[config.mk]
export PLATFORM = sky130hd
export DESIGN_NAME = issue_scoreboard
export DESIGN_NICKNAME = d
export VERILOG_FILES = /design/src/rtl/issue_scoreboard.sv
export SDC_FILE = /design/constraint.sdc
export NUM_CORES = 1
export LEC_CHECK = 0
export ABC_AREA = 1
export CORE_AREA = 2 2 277 279
export CTS_BUF_LIST = sky130_fd_sc_hd__clkbuf_8
export DETAILED_ROUTE_END_ITERATION = 8
export DIE_AREA = 0 0 279 281
export DONT_BUFFER_PORTS = 1
export PLACE_DENSITY_LB_ADDON = 0.1
export SYNTH_ARGS = -nofsm -noshare
export SYNTH_HDL_FRONTEND = slang
export SYNTH_SLANG_ARGS = --single-unit
[constraint.sdc]
create_clock -name clock -period 2.7 [get_ports clock]
set_input_delay 0.135 -clock clock [delete_from_list [all_inputs] [get_ports clock]]
set_output_delay 0.135 -clock clock [all_outputs]
set_load 0.02 [all_outputs]
[src/rtl/issue_scoreboard.sv]
// rtl/issue_scoreboard.sv - 32-entry register-busy scoreboard feeding a single forwarding issue slot
module issue_scoreboard #(
    parameter int PAYLOAD_W = 96,
    parameter int XLEN      = 64,
    parameter int PC_W      = 48
) (
    input  logic                 clock,
    input  logic                 reset,
    input  logic                 decoder_inst_valid,
    input  logic [4:0]           rs1,
    input  logic [4:0]           rs2,
    input  logic [4:0]           rd,
    input  logic                 src1_is_reg,
    input  logic                 src2_is_reg,
    input  logic                 need_to_wb,
    input  logic [XLEN-1:0]      src1,
    input  logic [XLEN-1:0]      src2,
    input  logic [PC_W-1:0]      decoder_pc_out,
    input  logic [PAYLOAD_W-1:0] ctrl_payload,
    output logic                 fifo_read_en,
    output logic                 issue_valid,
    input  logic                 issue_ready,
    output logic [XLEN-1:0]      issue_src1,
    output logic [XLEN-1:0]      issue_src2,
    output logic [4:0]           issue_rd,
    output logic                 issue_need_to_wb,
    output logic [PC_W-1:0]      issue_pc,
    output logic [PAYLOAD_W-1:0] issue_payload,
    input  logic                 writeback_valid,
    input  logic [4:0]           writeback_rd,
    input  logic [XLEN-1:0]      writeback_data,
    input  logic                 flush_valid,
    output logic [31:0]          busy_vec,
    output logic [31:0]          stall_cycles
);

    logic [31:0]          busy_q, busy_d;
    logic [31:0]          stall_q, stall_d;
    logic                 valid_q, valid_d;
    logic [XLEN-1:0]      src1_q, src1_d, src2_q, src2_d;
    logic [4:0]           rd_q, rd_d;
    logic                 nwb_q, nwb_d;
    logic [PC_W-1:0]      pc_q, pc_d;
    logic [PAYLOAD_W-1:0] pay_q, pay_d;

    logic [31:0] wb_clr, eff_busy, set_vec;
    logic        hazard, slot_free, accept;

    // Writeback this cycle retires the hazard immediately; its data is forwarded into the slot.
    always_comb begin
        wb_clr = '0;
        if (writeback_valid && writeback_rd != 5'd0) wb_clr[writeback_rd] = 1'b1;
        eff_busy  = busy_q & ~wb_clr;
        hazard    = (src1_is_reg && rs1 != 5'd0 && eff_busy[rs1]) ||
                    (src2_is_reg && rs2 != 5'd0 && eff_busy[rs2]) ||
                    (need_to_wb  && rd  != 5'd0 && eff_busy[rd]);
        slot_free = !valid_q || issue_ready;
        accept    = decoder_inst_valid && !hazard && slot_free && !flush_valid;
        set_vec   = '0;
        if (accept && need_to_wb && rd != 5'd0) set_vec[rd] = 1'b1;
    end

    always_comb begin
        busy_d    = (busy_q & ~wb_clr) | set_vec;
        busy_d[0] = 1'b0;
        stall_d   = stall_q;
        if (decoder_inst_valid && (hazard || !slot_free) && !flush_valid && stall_q != 32'hFFFF_FFFF)
            stall_d = stall_q + 32'd1;
        valid_d = valid_q;
        src1_d  = src1_q;
        src2_d  = src2_q;
        rd_d    = rd_q;
        nwb_d   = nwb_q;
        pc_d    = pc_q;
        pay_d   = pay_q;
        if (accept) begin
            valid_d = 1'b1;
            src1_d  = (src1_is_reg && rs1 != 5'd0 && wb_clr[rs1]) ? writeback_data : src1;
            src2_d  = (src2_is_reg && rs2 != 5'd0 && wb_clr[rs2]) ? writeback_data : src2;
            rd_d    = rd;
            nwb_d   = need_to_wb;
            pc_d    = decoder_pc_out;
            pay_d   = ctrl_payload;
        end else if (flush_valid || (valid_q && issue_ready)) begin
            valid_d = 1'b0;
        end
    end

    always_ff @(posedge clock) begin
        if (reset) begin
            busy_q  <= '0;
            stall_q <= '0;
            valid_q <= 1'b0;
            src1_q  <= '0;
            src2_q  <= '0;
            rd_q    <= '0;
            nwb_q   <= 1'b0;
            pc_q    <= '0;
            pay_q   <= '0;
        end else begin
            busy_q  <= busy_d;
            stall_q <= stall_d;
            valid_q <= valid_d;
            src1_q  <= src1_d;
            src2_q  <= src2_d;
            rd_q    <= rd_d;
            nwb_q   <= nwb_d;
            pc_q    <= pc_d;
            pay_q   <= pay_d;
        end
    end

    assign fifo_read_en     = accept;
    assign issue_valid      = valid_q;
    assign issue_src1       = src1_q;
    assign issue_src2       = src2_q;
    assign issue_rd         = rd_q;
    assign issue_need_to_wb = nwb_q;
    assign issue_pc         = pc_q;
    assign issue_payload    = pay_q;
    assign busy_vec         = busy_q;
    assign stall_cycles     = stall_q;

endmodule

==> summary.md, run 1 <==
| Metric | Value |
|---|---|
| Share of the clock period used by the worst path | 95.9% |
| Clock sinks | about 340 |
| EDFF count, synth | 0 |
| Main synth FF type | dfxtp_1 |
| GR Util All Layers | between 20% and 30% |
| Worst-Skew Late Latency | 0.64 ns |
| Static leakage | around 11 nW |
| Wire per inst | 20.3 um |
| First-pass iteration count of the detailed router | 7 |
| Core area | approximately 0.075 mm^2 |
| Power Density | between 500 and 600 mW/mm^2 |
| Sw Share | between 30% and 40% |
| Worst Hold Depth | 5 |
| Startpoint Class | input pin |
| Die ar. | about 0.078 mm^2 |
| Fin nets | 3712 |
| Top cell type by total area after synthesis | dfxtp_1 |
| RR Endpoint | issue_payload[61] |
| Status | complete, no violations |
| Simple-gate portion of the synthesized area | about 41% |
| Crit Path Category | input pin to register |
| Most numerous cell in the Yosys netlist | nand2_1 |
| Yosys top cell area share | 39.6% |
| Global placement routability congestion | ~0.9 |
| Hold Worst Slack | 0.0799 ns |
| Clk pwr share | 39.3% |
| Xor/xnor cell area share of the yosys netlist | approximately 1.5% |
| Die width | between 200 and 300 um |
| Largest family of logic cells by synthesized area | simple AND/OR/NAND/NOR gates |
| Design area | ~0.026 mm^2 |
| Reg2reg start | busy_vec[30] |
| Mux cell area share after synthesis | 0% |
| Cell row count | approximately 100 |
| Post-Synth Adder-Cell Area | less than 1% |
| Post-synthesis cell count | ~2800 |
| Max FO, Critical Path | 26 |
| Final Util | between 30 and 40% |
| Worst Max-Slew Pin Slew | ~0.60 ns |
| Finish-stage setup viols | 0 |
| Synth Register Bits | 342 |
| Peak supply drop | between 300 and 400 uV |
| Fraction of power consumed by sequential logic | a little over two fifths |
| R2R Setup Slk | around 0.19 ns |
| Vias after detailed routing | between 20000 and 25000 |
| Initial Util | between 20% and 30% |
| Clock Tree Root | clkbuf_8 |
| Final Max Tran Viols | 0 |
| Arr. time, crit path | 3.14 ns |
| Mean Syn Cell Area | 6.16 um^2 |
| Slew HR | roughly 60% |
| Hold Path Origin | decoder_inst_valid |
| Synth Area in Compound Gates | 8.64% |
| Vias in the first global route | 20500 |
| Max Cap Viol | 0 |
| Fmax | 386 MHz |
| CP endpoint kind | register |
| Largest net degree at the start of global routing | ~120 |
| Boundary Pins | approximately 710 |
| Synth top area cells | dfxtp_1 40%, nand2_1 16%, nor2_1 15% |
| Most frequent cells after synthesis | 735 x nand2_1, 675 x nor2_1, 342 x dfxtp_1 |
| Minimum clock period | 2.59 ns |
| Reg2Reg Depth | 17 |
| Syn Nets | between 3000 and 4000 |
| CTS max path bufs | 3 |
| Async set-reset flop share out of synthesis | 0% |
| Layout cells sized above 1 | between 10% and 20% |
| Routed Antenna Nets | 0 |
| Setup TNS | 0 ns |
| Placed cell areas | slightly below 0.02 mm^2 |
| Comb pwr share | 18.2% |
| First-pass GRT wire length | 127000 um |
| Internal power | ~9.7 mW |
| Port bufs | 0 |
| Unrepaired setup endpoints after global routing | false |
| Depth of the CTS H-tree | 3 |
| Synthesized cell area | 0.0173 mm^2 |
| Total CTS buffers | 70 |
| Initial antenna violation count | 9 |
| Detailed Place HPWL | 63400 um |
| Net Sw Power | roughly 4.6 mW |
| Hold EP | stall_cycles[25] |
| Drt drc | 0 |
| Yosys warns | 0 |
| Final WL | around 89000 um |
| Clock Pin Slew Worst Setup and Hold Paths | around 0.06 ns |
| CTS tree | built |
| Setup Skew | 0.0357 ns |
| Tightest Hold Check Type | input pin to register |
| Die height | ~280 um |
| Vias/cell | around 4.7 |
| Seq/Total Area, Yosys | 39.6% |
| DR iter-0 viols | 1215 |
| Layout area overhead | 49.0% |
| WP data required | 3.25 ns |
| Grt total ovfl | 0 |
| Final hold vios | 0 |
| Netlist cell types | 32 |
critical path, cell delays in order:
cell           delay (ns)
inv_1                0.07
dlygate4sd3_1        0.56
nand2_1              0.09
nor2_4               0.12
buf_4                0.12
a31oi_1              0.08
o21ai_0              0.08
o211ai_1             0.11
o211ai_1             0.16
nand3_1              0.13
nand2_2              0.10
buf_12               0.14
buf_12               0.18
nand3_1              0.24
nand2_1              0.13
dlygate4sd3_1        0.55
nor2_1               0.04
nor2_1               0.08
power by group through the flow:
stage          sequential, mW  combinational, mW  clock, mW
5_1_grt                  6.07               2.89       6.10
4_1_cts                  6.05               2.53       5.85
3_5_place_dp             6.15               1.85          0
3_3_place_gp             6.16               1.84          0
2_1_floorplan            5.99               1.24          0
6_report                 6.04               2.60       5.60
layout by cell type, fill, tap and decap left out, drive strengths merged, types with 6 or more instances in the layout:
cell type / instances
inv: 236
nand4: 73
a21oi: 85
diode: 6
nor3: 14
nand3: 237
xnor2: 8
nor2: 678
xor2: 22
nand2: 735
clkinv: 11
o211ai: 9
dfxtp: 342
clkbuf: 91
o21ai: 184
nor4: 11
dlygate4sd3: 415
buf: 231
area by class of cell:
type	instances	area, um^2
Antenna cell	6	15.0
Clock buffer	87	1200
Clock inverter	38	238
Fill cell	8199	49700
Inverter	212	820
Multi-Input combinational cell	2069	9020
Sequential cell	342	6850
Tap cell	978	1220
Timing Repair Buffer	650	6400
Timing Repair inverter	1	8.76
routing by layer:
metal  wire (um)  GRT usage [%]  up-vias
met5          28              0        -
met4        4620           11.5        4
met3        8140           6.87      223
met2       41800           35.7      892
met1       34300           24.0     9583
li1            -              -     9957
timing repair:
item | in CTS | in global routing
setup endpoints to repair | 1 | 306
gates cloned | 1 | 5
setup buffers | 5 | 4
gates resized for setup | 14 | 25
endpoints found under the hold margin | 341 | 0
hold buffers | 416 | 0
pin swaps | 1 | 2
stage by stage:
| stage | total power, mW | instances | setup WS (ns) |
|---|---|---|---|
| after floorplan | 7.23 | 2810 | 0.0672 |
| after global placement | 7.99 | 3822 | -0.204 |
| after detailed placement | 8.01 | 3822 | -0.120 |
| after CTS | 14.4 | 4368 | 0.0197 |
| after global routing | 15.1 | 4380 | 0.00181 |
| final | 14.2 | 4383 | 0.112 |
registers in the layout, summed over array words and instances (netlist names):
signal and cells:
issue_src1 64, issue_need_to_wb 1, issue_pc 48, issue_rd 5, issue_payload 96, busy_vec 31, issue_src2 64, stall_cycles 32
issue_valid 1
cells by family after synthesis:
family / after synthesis
other cells: 1
fa+ha+maj: 1
buf+inv: 399
xor+xnor: 30
flops: 342
compound gates: 289
simple gates: 1748
worst max path at each step:
stage | from | endpoint | slack, ns
after floorplan | stall_cycles[0] | stall_cycles[23] | 0.07
after global placement | writeback_rd[0] | issue_payload[79] | -0.20
after detailed placement | writeback_rd[0] | issue_payload[79] | -0.12
after CTS | busy_vec[3] | fifo_read_en | 0.02
after global routing | busy_vec[17] | fifo_read_en | 0.002
final | writeback_rd[3] | issue_src2[0] | 0.11
Note: power is estimated with default switching activity, not from simulation.
==> run 2, diff against run 1 <==
- CELL_PAD_IN_SITES_DETAIL_PLACEMENT: default -> 0
- CELL_PAD_IN_SITES_GLOBAL_PLACEMENT: default -> 1
- clock period: 2.7 -> 2.1 ns (I/O delays scaled with it)
==> run 2 against run 1 <==
- the run now ends with negative setup slack left
- routed wire length up 3.6%
- clock power up 30%
- cell area up 2.5%
- largest cell class unchanged
==> summary.md, run 2 (synthesized netlist as in run 1, its figures left out) <==
| Metric | Value |
|---|---|
| Share of the clock period used by the worst path | 123% |
| Power Density | 694 mW/mm^2 |
| Vias/cell | 4.61 |
| Arr. time, crit path | around 2.5 ns |
| Cell row count | slightly above 100 |
| Slew HR | between 60% and 70% |
| CTS max path bufs | 3 |
| Setup Slack @ Placement | -0.800 ns |
| Global placement routability congestion | approximately 0.9 |
| Worst Max-Slew Pin Slew | 0.585 ns |
| Layout cells sized above 1 | between 10% and 20% |
| Setup Skew | between 0.04 and 0.05 ns |
| Initial Util | a little under a quarter |
| Static leakage | 11.9 nW |
| Routed Antenna Nets | 0 |
| Grt total ovfl | 0 |
| Tightest Hold Check Type | input pin to register |
| Clock Tree Root | clkbuf_8 |
| Design area | between 0.02 and 0.03 mm^2 |
| Fin nets | between 3000 and 4000 |
| Die width | 279 um |
| Fraction of power consumed by sequential logic | between 40% and 50% |
| Initial antenna violation count | 10 |
| Vias in the first global route | roughly 20000 |
| Sw Share | between 30% and 40% |
| Largest net degree at the start of global routing | 65 |
| Final hold vios | 0 |
| Unrepaired setup endpoints after global routing | true |
| Crit Path Category | input pin to output pin |
| Setup ws final | -0.490 ns |
| Total CTS buffers | 72 |
| Die ar. | 0.0784 mm^2 |
| Most frequent cells in the layout | 719 x nand2_1, 651 x nor2_1, 368 x dlygate4sd3_1, 331 x dfxtp_1, 304 x buf_4 |
| Drt drc | 0 |
| Peak supply drop | 345 uV |
| Startpoint Class | input pin |
| Wire per inst | just over 20 um |
| Clock sinks | between 300 and 400 |
| Max FO, Critical Path | 6 |
| Vias after detailed routing | approximately 21000 |
| CTS tree | built |
| Clk pwr share | between 30% and 40% |
| Detailed Place HPWL | between 60000 and 70000 um |
| Hold Worst Slack | roughly 0.079 ns |
| Failing checks | negative setup slack |
| Finished Layout Cells | between 4000 and 5000 |
| First-pass iteration count of the detailed router | 5 |
| Internal power | between 10 and 15 mW |
| Die height | between 200 and 300 um |
| WP data required | approximately 2 ns |
| Fill count | ~8000 |
| Minimum clock period | 2.59 ns |
| Commonest non-fill, non-tap cell in the layout | nand2_1 |
| Net Sw Power | between 6 and 7 mW |
| First-pass GRT wire length | approximately 130000 um |
| Comb pwr share | between 15 and 20% |
| Final Max Tran Viols | 0 |
| Fmax | ~390 MHz |
| Reg2Reg Depth | 20 |
| Dpl cells | between 3000 and 4000 |
| Status | finished, violations left |
| Max Cap Viol | 0 |
| Final WL | a little over 90000 um |
| GR Util All Layers | between 20% and 30% |
| Port bufs | 0 |
| Max reg flops | 96 |
| Core area | about 0.075 mm^2 |
| Finish-stage setup viols | roughly 340 |
| Worst-Skew Late Latency | about 0.65 ns |
| Worst Hold Depth | 7 |
| Boundary Pins | about 710 |
| Clock Pin Slew Worst Setup and Hold Paths | around 0.050 ns |
| CP endpoint kind | output pin |
| DR iter-0 viols | between 1000 and 1500 |
| Layout area overhead | 52.7% |
| Depth of the CTS H-tree | 3 |
| Placed cell areas | approximately 0.021 mm^2 |
[run 2: cell type report]
class	count	area, um^2	share of cell area (%)
inverters	212	828	3.14
repair buffers	714	6830	25.9
diodes	9	22.5	0.0853
multi-input cells	2069	9180	34.8
well taps	978	1220	4.63
flip-flops and latches	342	6870	26.0
clock buffers	85	1170	4.43
clock inverters	43	292	1.10
[run 2: per-layer routing]
metal | GRT usage (%) | up-vias | wire [um]
met3 | 6.51 | 153 | 7200
met2 | 38.4 | 803 | 45200
met4 | 9.17 | 2 | 3270
li1 | - | 10100 | -
met1 | 25.3 | 9459 | 36500
met5 | 0 | - | 11
[run 2: timing repair]
action	4_1_cts	5_1_grt
gates resized for setup	37	34
cloned	1	4
buffers inserted	9	1
hold buffers	369	0
endpoints found under the setup margin	343	343
pin swaps	15	0
hold endpoints to repair	341	0
[run 2: per-stage QoR]
step                      utilization [%]  power [mW]  TNS [ns]
after floorplan                         -        9.36     -2.10
after global routing                 35.0        19.3   -148.73
after global placement               27.6        10.4   -228.10
after CTS                            34.7        18.6    -87.46
after detailed placement             27.6        10.5   -215.33
final                                35.0        18.3    -83.88
[run 2: power by group through the flow]
stage / logic [mW] / registers, mW / clock network, mW
floorplan: 1.67 / 7.70 / 0
global placement: 2.51 / 7.94 / 0
detailed placement: 2.52 / 7.93 / 0
CTS: 3.20 / 7.79 / 7.60
global route: 3.60 / 7.82 / 7.89
finish: 3.24 / 7.78 / 7.30
[run 2: worst paths after layout]
check	startpoint	endpoint	slack [ns]
setup reg to reg	busy_vec[14]	issue_src2[3]	-0.45
hold / removal	rd[4]	busy_vec[25]	0.08
hold reg to reg	stall_cycles[9]	stall_cycles[9]	0.56
setup / recovery	rd[0]	fifo_read_en	-0.49
[run 2: worst max-delay path, cell delays in order]
cell,delay [ns]
dlygate4sd3_1,0.65
nand2_1,0.10
inv_1,0.29
nand2_1,0.09
nand2_1,0.11
inv_1,0.05
nand3_1,0.07
nand3_1,0.08
nand3_1,0.08
nor2_1,0.04
nor2_1,0.13
nand2_1,0.11
nor2_4,0.17
nand2_8,0.11
inv_12,0.07
buf_12,0.11
buf_8,0.10
